### src/rtl/obwb_pkg.sv
// Shared types and constants for the object writeback sequencer.
// Holds the sequencer state enum, phrase field positions and the phrase-2 address offset.
package obwb_pkg;

    typedef enum logic [2:0] {
        StIdle,
        StWait,
        StWr0,
        StWr2,
        StDone
    } obwb_state_e;

    // Phrase 0 fields
    localparam int unsigned HeightLsb = 14;
    localparam int unsigned HeightMsb = 23;
    localparam int unsigned DataLsb   = 43;
    localparam int unsigned DataMsb   = 63;

    // Phrase 2 fields
    localparam int unsigned RemLsb = 16;
    localparam int unsigned RemMsb = 23;

    localparam int unsigned Ph2Offset = 2;

endpackage

### src/rtl/obwb_merge.sv
// Combinational field merge: patches the updated height/data into phrase 0 and the
// updated remainder into phrase 2, leaving all other bits of the original phrases intact.
module obwb_merge
    import obwb_pkg::*;
(
    input  logic [63:0] obld0_i,
    input  logic [63:0] obld2_i,
    input  logic [9:0]  newheight_i,
    input  logic [20:0] newdata_i,
    input  logic [7:0]  newrem_i,
    output logic [63:0] phrase0_o,
    output logic [63:0] phrase2_o
);

    always_comb begin
        phrase0_o                     = obld0_i;
        phrase0_o[HeightMsb:HeightLsb] = newheight_i;
        phrase0_o[DataMsb:DataLsb]     = newdata_i;
        phrase2_o                     = obld2_i;
        phrase2_o[RemMsb:RemLsb]       = newrem_i;
    end

endmodule

### src/rtl/obwb_seq.sv
// Object writeback sequencer: writes the updated phrase 0 (and phrase 2 for scaled objects
// when OBWB_REMWR_EN is defined) back to memory, with an acknowledge timeout.
module obwb_seq
    import obwb_pkg::*;
#(
    parameter int unsigned ADDR_W = 21,
    parameter int unsigned TMO_W  = 8
) (
    input  logic              clk,
    input  logic              resetl,
    input  logic              wbkstart,
    input  logic [ADDR_W-1:0] objaddr,
    input  logic              scaled,
    input  logic [63:0]       obld0,
    input  logic [63:0]       obld2,
    input  logic              wbkdone,
    input  logic [20:0]       newdata,
    input  logic [9:0]        newheight,
    input  logic [7:0]        newrem,
    input  logic              wr_ack,
    output logic              wr_req,
    output logic [ADDR_W-1:0] wr_addr,
    output logic [63:0]       wr_data,
    output logic              busy,
    output logic              seqdone,
    output logic              wr_err
);

    localparam logic [TMO_W-1:0] TmoMax = {TMO_W{1'b1}};

    obwb_state_e       state_q, state_d;
    logic [ADDR_W-1:0] objaddr_q, objaddr_d;
    logic [ADDR_W-1:0] wr_addr_q, wr_addr_d;
    logic [63:0]       wr_data_q, wr_data_d;
    logic [TMO_W-1:0]  tmo_q, tmo_d;
    logic              wr_req_q, wr_req_d;
    logic              busy_q, busy_d;
    logic              wr_err_q, wr_err_d;
    logic [63:0]       ph0_mrg, ph2_mrg;

`ifdef OBWB_REMWR_EN
    logic              scaled_q, scaled_d;
    logic [63:0]       ph2_q, ph2_d;
`else
    logic              unused_ph2;
    assign unused_ph2 = ^{ph2_mrg, scaled};
`endif

    obwb_merge u_merge (
        .obld0_i     (obld0),
        .obld2_i     (obld2),
        .newheight_i (newheight),
        .newdata_i   (newdata),
        .newrem_i    (newrem),
        .phrase0_o   (ph0_mrg),
        .phrase2_o   (ph2_mrg)
    );

    always_ff @(posedge clk or negedge resetl) begin
        if (!resetl) begin
            state_q   <= StIdle;
            objaddr_q <= '0;
            wr_addr_q <= '0;
            wr_data_q <= '0;
            tmo_q     <= '0;
            wr_req_q  <= 1'b0;
            busy_q    <= 1'b0;
            wr_err_q  <= 1'b0;
`ifdef OBWB_REMWR_EN
            scaled_q  <= 1'b0;
            ph2_q     <= '0;
`endif
        end else begin
            state_q   <= state_d;
            objaddr_q <= objaddr_d;
            wr_addr_q <= wr_addr_d;
            wr_data_q <= wr_data_d;
            tmo_q     <= tmo_d;
            wr_req_q  <= wr_req_d;
            busy_q    <= busy_d;
            wr_err_q  <= wr_err_d;
`ifdef OBWB_REMWR_EN
            scaled_q  <= scaled_d;
            ph2_q     <= ph2_d;
`endif
        end
    end

    always_comb begin
        state_d   = state_q;
        objaddr_d = objaddr_q;
        wr_addr_d = wr_addr_q;
        wr_data_d = wr_data_q;
        tmo_d     = tmo_q;
        wr_err_d  = wr_err_q;
`ifdef OBWB_REMWR_EN
        scaled_d  = scaled_q;
        ph2_d     = ph2_q;
`endif
        unique case (state_q)
            StIdle: begin
                if (wbkstart) begin
                    state_d   = StWait;
                    objaddr_d = objaddr;
                    wr_err_d  = 1'b0;
`ifdef OBWB_REMWR_EN
                    scaled_d  = scaled;
`endif
                end
            end
            StWait: begin
                // Phrase 0 is merged from the live inputs so the write is presented next cycle
                if (wbkdone) begin
                    state_d   = StWr0;
                    wr_addr_d = objaddr_q;
                    wr_data_d = ph0_mrg;
                    tmo_d     = '0;
`ifdef OBWB_REMWR_EN
                    ph2_d     = ph2_mrg;
`endif
                end
            end
            StWr0: begin
                if (wr_ack) begin
`ifdef OBWB_REMWR_EN
                    if (scaled_q) begin
                        state_d   = StWr2;
                        wr_addr_d = objaddr_q + ADDR_W'(Ph2Offset);
                        wr_data_d = ph2_q;
                        tmo_d     = '0;
                    end else begin
                        state_d = StDone;
                    end
`else
                    state_d = StDone;
`endif
                end
            end
`ifdef OBWB_REMWR_EN
            StWr2: begin
                if (wr_ack) begin
                    state_d = StDone;
                end
            end
`endif
            StDone:  state_d = StIdle;
            default: state_d = StIdle;
        endcase

        // Timeout is shared by both write states; an ack in the last cycle still wins
        if ((state_q == StWr0 || state_q == StWr2) && !wr_ack) begin
            if (tmo_q == TmoMax) begin
                state_d  = StDone;
                wr_err_d = 1'b1;
            end else begin
                tmo_d = tmo_q + 1'b1;
            end
        end

        wr_req_d = (state_d == StWr0) || (state_d == StWr2);
        busy_d   = (state_d != StIdle);
    end

    always_comb begin
        wr_req  = wr_req_q;
        wr_addr = wr_addr_q;
        wr_data = wr_data_q;
        busy    = busy_q;
        wr_err  = wr_err_q;
        seqdone = (state_q == StDone);
    end

endmodule

### config.mk
export PLATFORM = sky130hd
export DESIGN_NAME = obwb_seq
export DESIGN_NICKNAME = d
export VERILOG_FILES = /design/src/rtl/obwb_pkg.sv /design/src/rtl/obwb_merge.sv /design/src/rtl/obwb_seq.sv
export SDC_FILE = /design/constraint.sdc
export NUM_CORES = 1
export LEC_CHECK = 0
export BUFFER_PORTS_ARGS = -buffer_cell sky130_fd_sc_hd__buf_2
export CORE_MARGIN = 4
export CORE_UTILIZATION = 30
export CTS_BUF_LIST = sky130_fd_sc_hd__clkbuf_8 sky130_fd_sc_hd__clkbuf_16
export CTS_CLUSTER_SIZE = 30
export DETAILED_ROUTE_END_ITERATION = 10
export HOLD_SLACK_MARGIN = 0.06
export SLEW_MARGIN = 10
export SYNTH_ARGS = -nofsm -noshare
export SYNTH_HDL_FRONTEND = slang
export SYNTH_HIERARCHICAL = 1
export SYNTH_SLANG_ARGS = --single-unit
export TNS_END_PERCENT = 1
### constraint.sdc
create_clock -name clk -period 2.1 [get_ports clk]
set_input_delay 0.63 -clock clk [delete_from_list [all_inputs] [get_ports clk]]
set_output_delay 0.63 -clock clk [all_outputs]
set_load 0.02 [all_outputs]
==> results of run 1 <==
==> what timing repair did <==
item	4_1_cts	5_1_grt
setup endpoints to repair	0	1
hold endpoints to repair	0	0
buffers inserted	0	0
resized for setup	0	1
==> flip-flops by register name, indices dropped and copies added (netlist names) <==
name       flops
wr_addr       21
wr_data       64
tmo_q          8
busy           1
state_q        3
objaddr_q     21
wr_req         1
wr_err         1
==> worst max-delay path, delay by kind of cell (launching register included) <==
kind	cells	cell delay, ps
and+or+nand+nor	1	220
DFF	1	500
buffers and inverters	1	190
==> area by class of cell <==
type / count / share of cell area, %
sequential: 120 / 46.2
multi-input combinational: 160 / 24.5
timing repair buffer: 185 / 15.3
clock buffer: 22 / 7.59
tap: 220 / 4.23
clock inverter: 9 / 1.87
inverter: 6 / 0.346
==> metrics by stage <==
| step | total power, µW | std cells | hold WS, ps | setup slack (ps) |
|---|---|---|---|---|
| floorplan | 6870 | 365 | 334 | 372 |
| global placement | 8130 | 691 | 462 | 136 |
| detailed placement | 8280 | 691 | 479 | 126 |
| CTS | 11300 | 722 | 94.6 | 12.7 |
| global route | 11800 | 722 | 101 | 68.3 |
| finish | 11100 | 722 | 111 | 152 |
==> how the worst max path moves through the flow <==
stage                    startpoint  slack (ps)            endpoint  cells after the start
2_1_floorplan                wr_ack         370  tmo_q[5]$_DFF_PN0_                      4
3_3_place_gp                 wr_ack         140  tmo_q[5]$_DFF_PN0_                      5
3_5_place_dp                 wr_ack         130  tmo_q[3]$_DFF_PN0_                      5
4_1_cts        state_q[2]$_DFF_PN0_          10             seqdone                      2
5_1_grt        state_q[1]$_DFF_PN0_          70             seqdone                      2
6_report       state_q[0]$_DFF_PN0_         150             seqdone                      2
==> routing by layer <==
layer / global-route usage (%) / share of wire [%] / vias up
li1: - / - / 1462
met1: 14.1 / 44 / 1569
met2: 17.4 / 47 / 133
met3: 5.21 / 8.1 / 7
met4: 3.50 / 0.69 / 2
met5: 0 / 0.19 / -
==> power groups by stage <==
stage                     Clock [µW]  Combinational [µW]  Sequential (µW)
after CTS                       3090                4210             4040
after detailed placement           0                4210             4070
final                           2980                4130             4030
after global routing            3210                4440             4190
after global placement             0                4130             3990
after floorplan                    0                1830             5030
==> impl_metrics.yaml, run 1 <==
drt:
  drc_errors: 0
  vias: 3173
  route.detailed.wl_per_inst_um: 14.7
  final_antenna_net_count: 0
  totalWireLength_mm: 10.6
  detail_route.first_pass.iterations: 4
  drtIter0Drc: 93
  post_drt_via_cell_ratio: 4.39
clock_tree:
  cts-buffers-inserted: 17
  clk_path_buf_depth: 2
  worstSkewPairLatency_ps: 400
  clkSlewWorstSetupHoldPaths_ps: 50
  clock_tree.htree_level_count: 4
  cell_chosen_for_the_clock_root: "clkbuf_16"
  clock_sinks: 120
  tritoncts: "done"
  hold_buffers: 0
global_routing:
  grt_first_pass_wirelength_mm: 17.3
  grt_start_max_net_pins: 54
  vias_in_the_first_global_route: 3391
  grt_antenna_before_repair: 1
  grt_overflow: 0
  globalRouteTotalUtil_pct: 11.2
sta:
  max_slew_margin_pct: 75.8
  final_period_minus_worst_setup_slack_ps: 1950
  clock.fmax_mhz: 513
  final.period_utilization_pct: 92.8
  report.final.slew_viol_count: 0
  timing.final.hold_violations: 0
  grt_setup_unrepaired: "false"
  tns_ps: 0
  setup_violations: 0
  tightest_pin_transition_ps: 363
  clock_skew_ps: 7.19
logic_synthesis:
  yosysWarnings: 6
  netlist_instances: 365
  synth.cell_area_um2: 5170
  synth_nets: 560
  synth_area_per_cell_um2: 14.2
flow_run:
  cap_viol_max_count: 0
worst_setup_path:
  r2r-end: "tmo_q[3]$_DFF_PN0_"
  setup.worst_path.start_class: "flip-flop"
  worst_path_cell_trace: "nor3b_1 > buf_2"
  worstPathArrival_ps: 1320
  worst-path-max-fanout: 8
  criticalPathCategory: "flip-flop to output port"
  critical-path-slowest-cell: "dfrtp_1"
  crit_path_end_kind: "output port"
  ff2ff_path_depth: 4
  setup.reg_to_reg.worst_slack_ps: 300
  cp_data_required_time_ps: 1470
  max_stage_delay_ps: 500
  worst_r2r_startpoint: "state_q[1]$_DFF_PN0_"
power:
  switching_share_pct: 34.0
  pwr_density_cell_nw_per_um2: 1710
  seqPwrFrac_pct: 36.1
  vdd.ir_drop.worst_uv: 727
  leakage_uw: 0.00305
  cell_internal_pwr_uw: 7350
  total_switching_power_uw: 3790
  share_comb_of_total_power_pct: 37.1
  pwr-share-clk_pct: 26.8
final_layout:
  multiInputGateArea_um2: 1590
  finish.utilization_pct: 38.8
  final_common_cell: "buf_2"
  register_area_um2: 3000
  antennaDiodeCount: 0
  most_frequent_cells_in_the_layout: "buf_2 (177), dfrtp_1 (119), mux2_2 (104)"
  share_of_post_route_cells_with_drive_strength_above_1_pct: 65.3
  area.growth.synth_to_final_pct: 25.8
  final_area_um2: 6510
  finalNetCount: 685
  fillers: 1626
outcome:
  outcome: "complete, no violations"
floorplanning:
  chipHeight_um: 139
  ioPinCount: 283
  die_area_um2: 19400
  initial_utilization_pct: 30.9
  site_rows: 47
  die_width_um: 139
  fp.coreArea_um2: 16800
place:
  gp_congestion: 0.739
  io_buffer_count: 178
  hpwlAfterDp_mm: 7.73
  dpl_cell_area_um2: 5890
worst_hold_path:
  hp-class: "primary input to asynchronous set/reset pin"
Note: power is estimated with default switching activity, not from simulation.
==> run 2: changes to the inputs <==
--- a/config.mk
+++ b/config.mk
@@ -6,7 +6,6 @@
 export NUM_CORES = 1
 export LEC_CHECK = 0
 export BUFFER_PORTS_ARGS = -buffer_cell sky130_fd_sc_hd__buf_2
-export CORE_MARGIN = 4
 export CORE_UTILIZATION = 30
 export CTS_BUF_LIST = sky130_fd_sc_hd__clkbuf_8 sky130_fd_sc_hd__clkbuf_16
 export CTS_CLUSTER_SIZE = 30
==> run 2 against run 1 <==
Against the previous run: combinational power is essentially flat; core utilization increased by 0.30 points; non-clock buffer count unchanged; register-to-register slack hardly changed.
==> impl_metrics.yaml, run 2 (synthesis results as in run 1) <==
worst_setup_path:
  count_of_cell_instances_traversed_by_the_critical_path: 2
  worst-path-max-fanout: 8
  worst_r2r_startpoint: "state_q[1]$_DFF_PN0_"
  worst_path_dominant_cell_family: "flip-flops"
  setup.worst_path.start_class: "flip-flop"
  criticalPathCategory: "flip-flop to output port"
  critical-path-slowest-cell: "dfrtp_1"
  worst_path_cell_trace: "nor3b_1 > buf_2"
  startpoint: "state_q[0]$_DFF_PN0_"
  setup.reg_to_reg.worst_slack_ps: 310
  r2r-end: "tmo_q[5]$_DFF_PN0_"
  endpoint: "seqdone"
  worstPathBufferInverterCount: 1
  crit_path_end_kind: "output port"
  max_stage_delay_ps: 500
  cp_data_required_time_ps: 1470
  worstPathArrival_ps: 1340
  ff2ff_path_depth: 4
final_layout:
  finish.utilization_pct: 39.1
  final_common_cell: "buf_2"
  most_frequent_cells_in_the_layout: "buf_2 (177), dfrtp_1 (119), mux2_2 (104)"
  antennaDiodeCount: 0
  fillers: 1612
  share_of_post_route_cells_with_drive_strength_above_1_pct: 65.2
  finalNetCount: 685
  area.growth.synth_to_final_pct: 26.4
  largest_reg_flops: 64
power:
  switching_share_pct: 34.0
  pwr_density_cell_nw_per_um2: 1720
  cell_internal_pwr_uw: 7410
  leakage_uw: 0.00305
  seqPwrFrac_pct: 35.9
  pwr-share-clk_pct: 27.6
  vdd.ir_drop.worst_uv: 702
  power.total_uw: 11200
  share_comb_of_total_power_pct: 36.5
  total_switching_power_uw: 3820
clock_tree:
  worstSkewPairLatency_ps: 410
  cts_setup_buffers: 0
  clock_sinks: 120
  tritoncts: "done"
  clkSlewWorstSetupHoldPaths_ps: 60
  cts-buffers-inserted: 17
  cell_chosen_for_the_clock_root: "clkbuf_16"
  clk_path_buf_depth: 2
  clock_tree.htree_level_count: 4
global_routing:
  grt_first_pass_wirelength_mm: 16.9
  grt_antenna_before_repair: 0
  grt_overflow: 0
  globalRouteTotalUtil_pct: 12.4
  vias_in_the_first_global_route: 3312
  grt_start_max_net_pins: 58
place:
  hpwlAfterDp_mm: 7.16
  gp_congestion: 0.700
  placement.setup.worst_slack_ps: 112
  io_buffer_count: 178
drt:
  vias: 3161
  route.detailed.wl_per_inst_um: 14.0
  drc_errors: 0
  detail_route.first_pass.iterations: 4
  final_antenna_net_count: 0
  drtIter0Drc: 71
  totalWireLength_mm: 10.1
  post_drt_via_cell_ratio: 4.37
floorplanning:
  fp.coreArea_um2: 16700
  initial_utilization_pct: 31.0
  chipHeight_um: 133
  die_area_um2: 17800
  site_rows: 47
  ioPinCount: 283
  die_width_um: 133
worst_hold_path:
  hp-class: "primary input to flip-flop"
sta:
  final_period_minus_worst_setup_slack_ps: 1970
  timing.final.hold_violations: 0
  clock_skew_ps: 9.13
  setup_violations: 0
  grt_setup_unrepaired: "false"
  final.period_utilization_pct: 93.7
  timing.final.ws_setup_ps: 133
  max_slew_margin_pct: 68.7
  clock.fmax_mhz: 508
  tns_ps: 0
  report.final.slew_viol_count: 0
  tightest_pin_transition_ps: 468
outcome:
  outcome: "complete, no violations"
flow_run:
  cap_viol_max_count: 0
[run 2: changes by cell type in the layout (fill, tap and decap cells not counted)]
cell	previous run	this run
clkinv_4	0	2
bufinv_16	3	4
clkinv_2	4	2
dlygate4sd3_1	0	1
buf_4	4	3
clkbuf_8	5	3
clkinvlp_4	1	3
[run 2: area by class of cell]
| class | instances | area, µm² | share of cell area, % |
|---|---|---|---|
| Clock buffer | 20 | 467 | 7.14 |
| Sequential cell | 120 | 3000 | 46.0 |
| Inverter | 6 | 22.5 | 0.345 |
| Clock inverter | 12 | 174 | 2.66 |
| Tap cell | 220 | 275 | 4.21 |
| Timing Repair Buffer | 185 | 998 | 15.3 |
| Multi-Input combinational cell | 160 | 1590 | 24.4 |
[run 2: power groups by stage]
| stage | Sequential, µW | Clock [µW] | Combinational [µW] |
|---|---|---|---|
| 6_report | 4030 | 3100 | 4100 |
| 3_5_place_dp | 4070 | 0 | 4180 |
| 2_1_floorplan | 5030 | 0 | 1830 |
| 3_3_place_gp | 4000 | 0 | 4100 |
| 5_1_grt | 4200 | 3330 | 4420 |
| 4_1_cts | 4050 | 3210 | 4180 |
[run 2: what timing repair did]
item                                    CTS  global route
hold endpoints to repair                  9             0
hold buffers                              1             0
resized for setup                         0             1
endpoints found under the setup margin    0             1
[run 2: how the worst min path moves through the flow]
stage	start	end	slack, ps	cells after the start
3_5_place_dp	objaddr_q[19]$_DFFE_PN0P_	objaddr_q[19]$_DFFE_PN0P_	470	1
2_1_floorplan	resetl	busy$_DFF_PN0_	330	0
4_1_cts	newheight[1]	wr_data[15]$_DFFE_PN0P_	420	2
3_3_place_gp	objaddr_q[19]$_DFFE_PN0P_	objaddr_q[19]$_DFFE_PN0P_	470	1
6_report	objaddr[19]	objaddr_q[19]$_DFFE_PN0P_	450	2
5_1_grt	obld0[8]	wr_data[8]$_DFFE_PN0P_	420	2
[run 2: per-layer routing]
layer / wire (µm) / GRT usage [%]
met5: 0 / 0
met4: 102 / 4.73
met3: 966 / 6.28
met2: 4670 / 19.1
met1: 4380 / 14.7
[run 2: metrics by stage]
| stage | hold slack (ps) | cell area (µm²) | instances |
|---|---|---|---|
| floorplan | 334 | 5170 | 365 |
| global placement | 466 | 5880 | 690 |
| detailed placement | 475 | 5880 | 690 |
| CTS | 422 | 6530 | 723 |
| global route | 419 | 6540 | 723 |
| finish | 448 | 6540 | 723 |
==> run 3: changes to the inputs <==
--- a/config.mk
+++ b/config.mk
@@ -5,6 +5,7 @@
 export SDC_FILE = /design/constraint.sdc
 export NUM_CORES = 1
 export LEC_CHECK = 0
+export ABC_AREA = 1
 export BUFFER_PORTS_ARGS = -buffer_cell sky130_fd_sc_hd__buf_2
 export CORE_UTILIZATION = 30
 export CTS_BUF_LIST = sky130_fd_sc_hd__clkbuf_8 sky130_fd_sc_hd__clkbuf_16
==> run 3 against run 2 <==
Against the previous run: clock skew decreased by 2.3 ps; via count increased by 21%; clock power is 5% lower; synthesized cell count rose by 61%; die area grew 5.8%.
==> impl_metrics.yaml, run 3 <==
logic_synthesis:
  synth.cell_area_um2: 5480
  yosysWarnings: 6
  netlist_instances: 587
  synth_nets: 782
  synth_area_per_cell_um2: 9.33
final_layout:
  share_of_post_route_cells_with_drive_strength_above_1_pct: 37.5
  final_cell_count_no_fill: 947
  antennaDiodeCount: 0
  area.growth.synth_to_final_pct: 22.6
  finalNetCount: 901
  final_common_cell: "buf_2"
  largest_reg_flops: 64
  most_frequent_cells_in_the_layout: "buf_2 (177), dfrtp_1 (120), inv_1 (99)"
  finish.utilization_pct: 37.5
worst_setup_path:
  setup.worst_path.start_class: "flip-flop"
  worst-path-max-fanout: 5
  r2r-end: "objaddr_q[20]$_DFFE_PN0P_"
  setup.reg_to_reg.worst_slack_ps: 690
  crit_path_end_kind: "output port"
  worst_r2r_startpoint: "state_q[1]$_DFF_PN0_"
  worstPathArrival_ps: 1220
  ff2ff_path_depth: 5
  cp_data_required_time_ps: 1470
  criticalPathCategory: "flip-flop to output port"
sta:
  grt_setup_unrepaired: "false"
  timing.final.hold_violations: 0
  max_slew_margin_pct: 70.8
  tns_ps: 0
  clock.fmax_mhz: 541
  setup_violations: 0
  tightest_pin_transition_ps: 438
  final_period_minus_worst_setup_slack_ps: 1850
  report.final.slew_viol_count: 0
  timing.final.ws_setup_ps: 252
  final.period_utilization_pct: 88.0
  clock_skew_ps: 6.84
drt:
  drc_errors: 0
  top_layer_used: "met4"
  final_antenna_net_count: 0
  met2_wire_length_mm: 4.91
  drt-met1-wl_mm: 5.50
  route.detailed.wl_per_inst_um: 12.2
  post_drt_via_cell_ratio: 4.04
  drtIter0Drc: 174
  detail_route.first_pass.iterations: 4
  met3_length_um: 946
  totalWireLength_mm: 11.6
  vias: 3827
clock_tree:
  tritoncts: "done"
  cell_chosen_for_the_clock_root: "clkbuf_16"
  clock_sinks: 120
  clkSlewWorstSetupHoldPaths_ps: 50
  cts_setup_buffers: 0
  hold_buffers: 0
  clock_tree.htree_level_count: 4
  worstSkewPairLatency_ps: 410
  cts-buffers-inserted: 17
  clk_path_buf_depth: 2
  cts_resized: 0
global_routing:
  vias_in_the_first_global_route: 3586
  grt_first_pass_wirelength_mm: 18.1
  grt_overflow: 0
  grt_start_max_net_pins: 60
  grt_antenna_before_repair: 0
  globalRouteTotalUtil_pct: 12.8
place:
  hpwlAfterDp_mm: 8.09
  placedCellCount: 916
  gp_congestion: 0.764
  placement.setup.worst_slack_ps: 456
  io_buffer_count: 178
worst_hold_path:
  hp-class: "primary input to asynchronous set/reset pin"
floorplanning:
  die_area_um2: 18800
  chipHeight_um: 137
  site_rows: 49
  die_width_um: 137
  ioPinCount: 283
  fp.coreArea_um2: 17900
  initial_utilization_pct: 30.6
power:
  leakage_uw: 0.00375
  vdd.ir_drop.worst_uv: 651
  pwr_density_cell_nw_per_um2: 1610
outcome:
  outcome: "complete, no violations"
flow_run:
  cap_viol_max_count: 0
run 3: worst max-delay path by stage:
stage | startpoint | to | slack (ps) | cells past startpoint
after floorplan | state_q[1]$_DFF_PN0_ | seqdone | 530 | 1
after global placement | wbkdone | tmo_q[7]$_DFF_PN0_ | 490 | 6
after detailed placement | wbkdone | tmo_q[7]$_DFF_PN0_ | 460 | 6
after CTS | state_q[1]$_DFF_PN0_ | seqdone | 220 | 2
after global routing | state_q[2]$_DFF_PN0_ | seqdone | 130 | 3
final | state_q[1]$_DFF_PN0_ | seqdone | 250 | 2
run 3: metal layers:
metal	GRT usage [%]	up-vias
li1	-	1976
met1	16.4	1707
met2	18.9	129
met3	5.07	15
met4	5.86	0
met5	0	-
run 3: cell type report:
class	count	area (µm²)
Clock buffer	23	508
Clock inverter	8	93.8
Fill cell	1860	11200
Inverter	99	372
Multi-Input combinational cell	281	1430
Sequential cell	120	3000
Tap cell	229	287
Timing Repair Buffer	187	1030
run 3: power breakdown:
group	switching (µW)	internal, µW	leakage (µW)
registers	538	3350	0.00147
clock network	1010	1920	0.000298
logic	2600	1380	0.00198
run 3: through the flow:
stage          hold slack (ps)  cell area (µm²)  power (µW)
3_3_place_gp               457             6120        7890
3_5_place_dp               467             6120        7980
6_report                  99.1             6720       10800
4_1_cts                   96.6             6720       11000
5_1_grt                    112             6720       11600
2_1_floorplan              334             5480        6740
run 3: worst max-delay path, cell delays in order, from the launching register on:
cell and delay [ps]:
dfrtp_1 440, nor3_1 190, buf_2 190
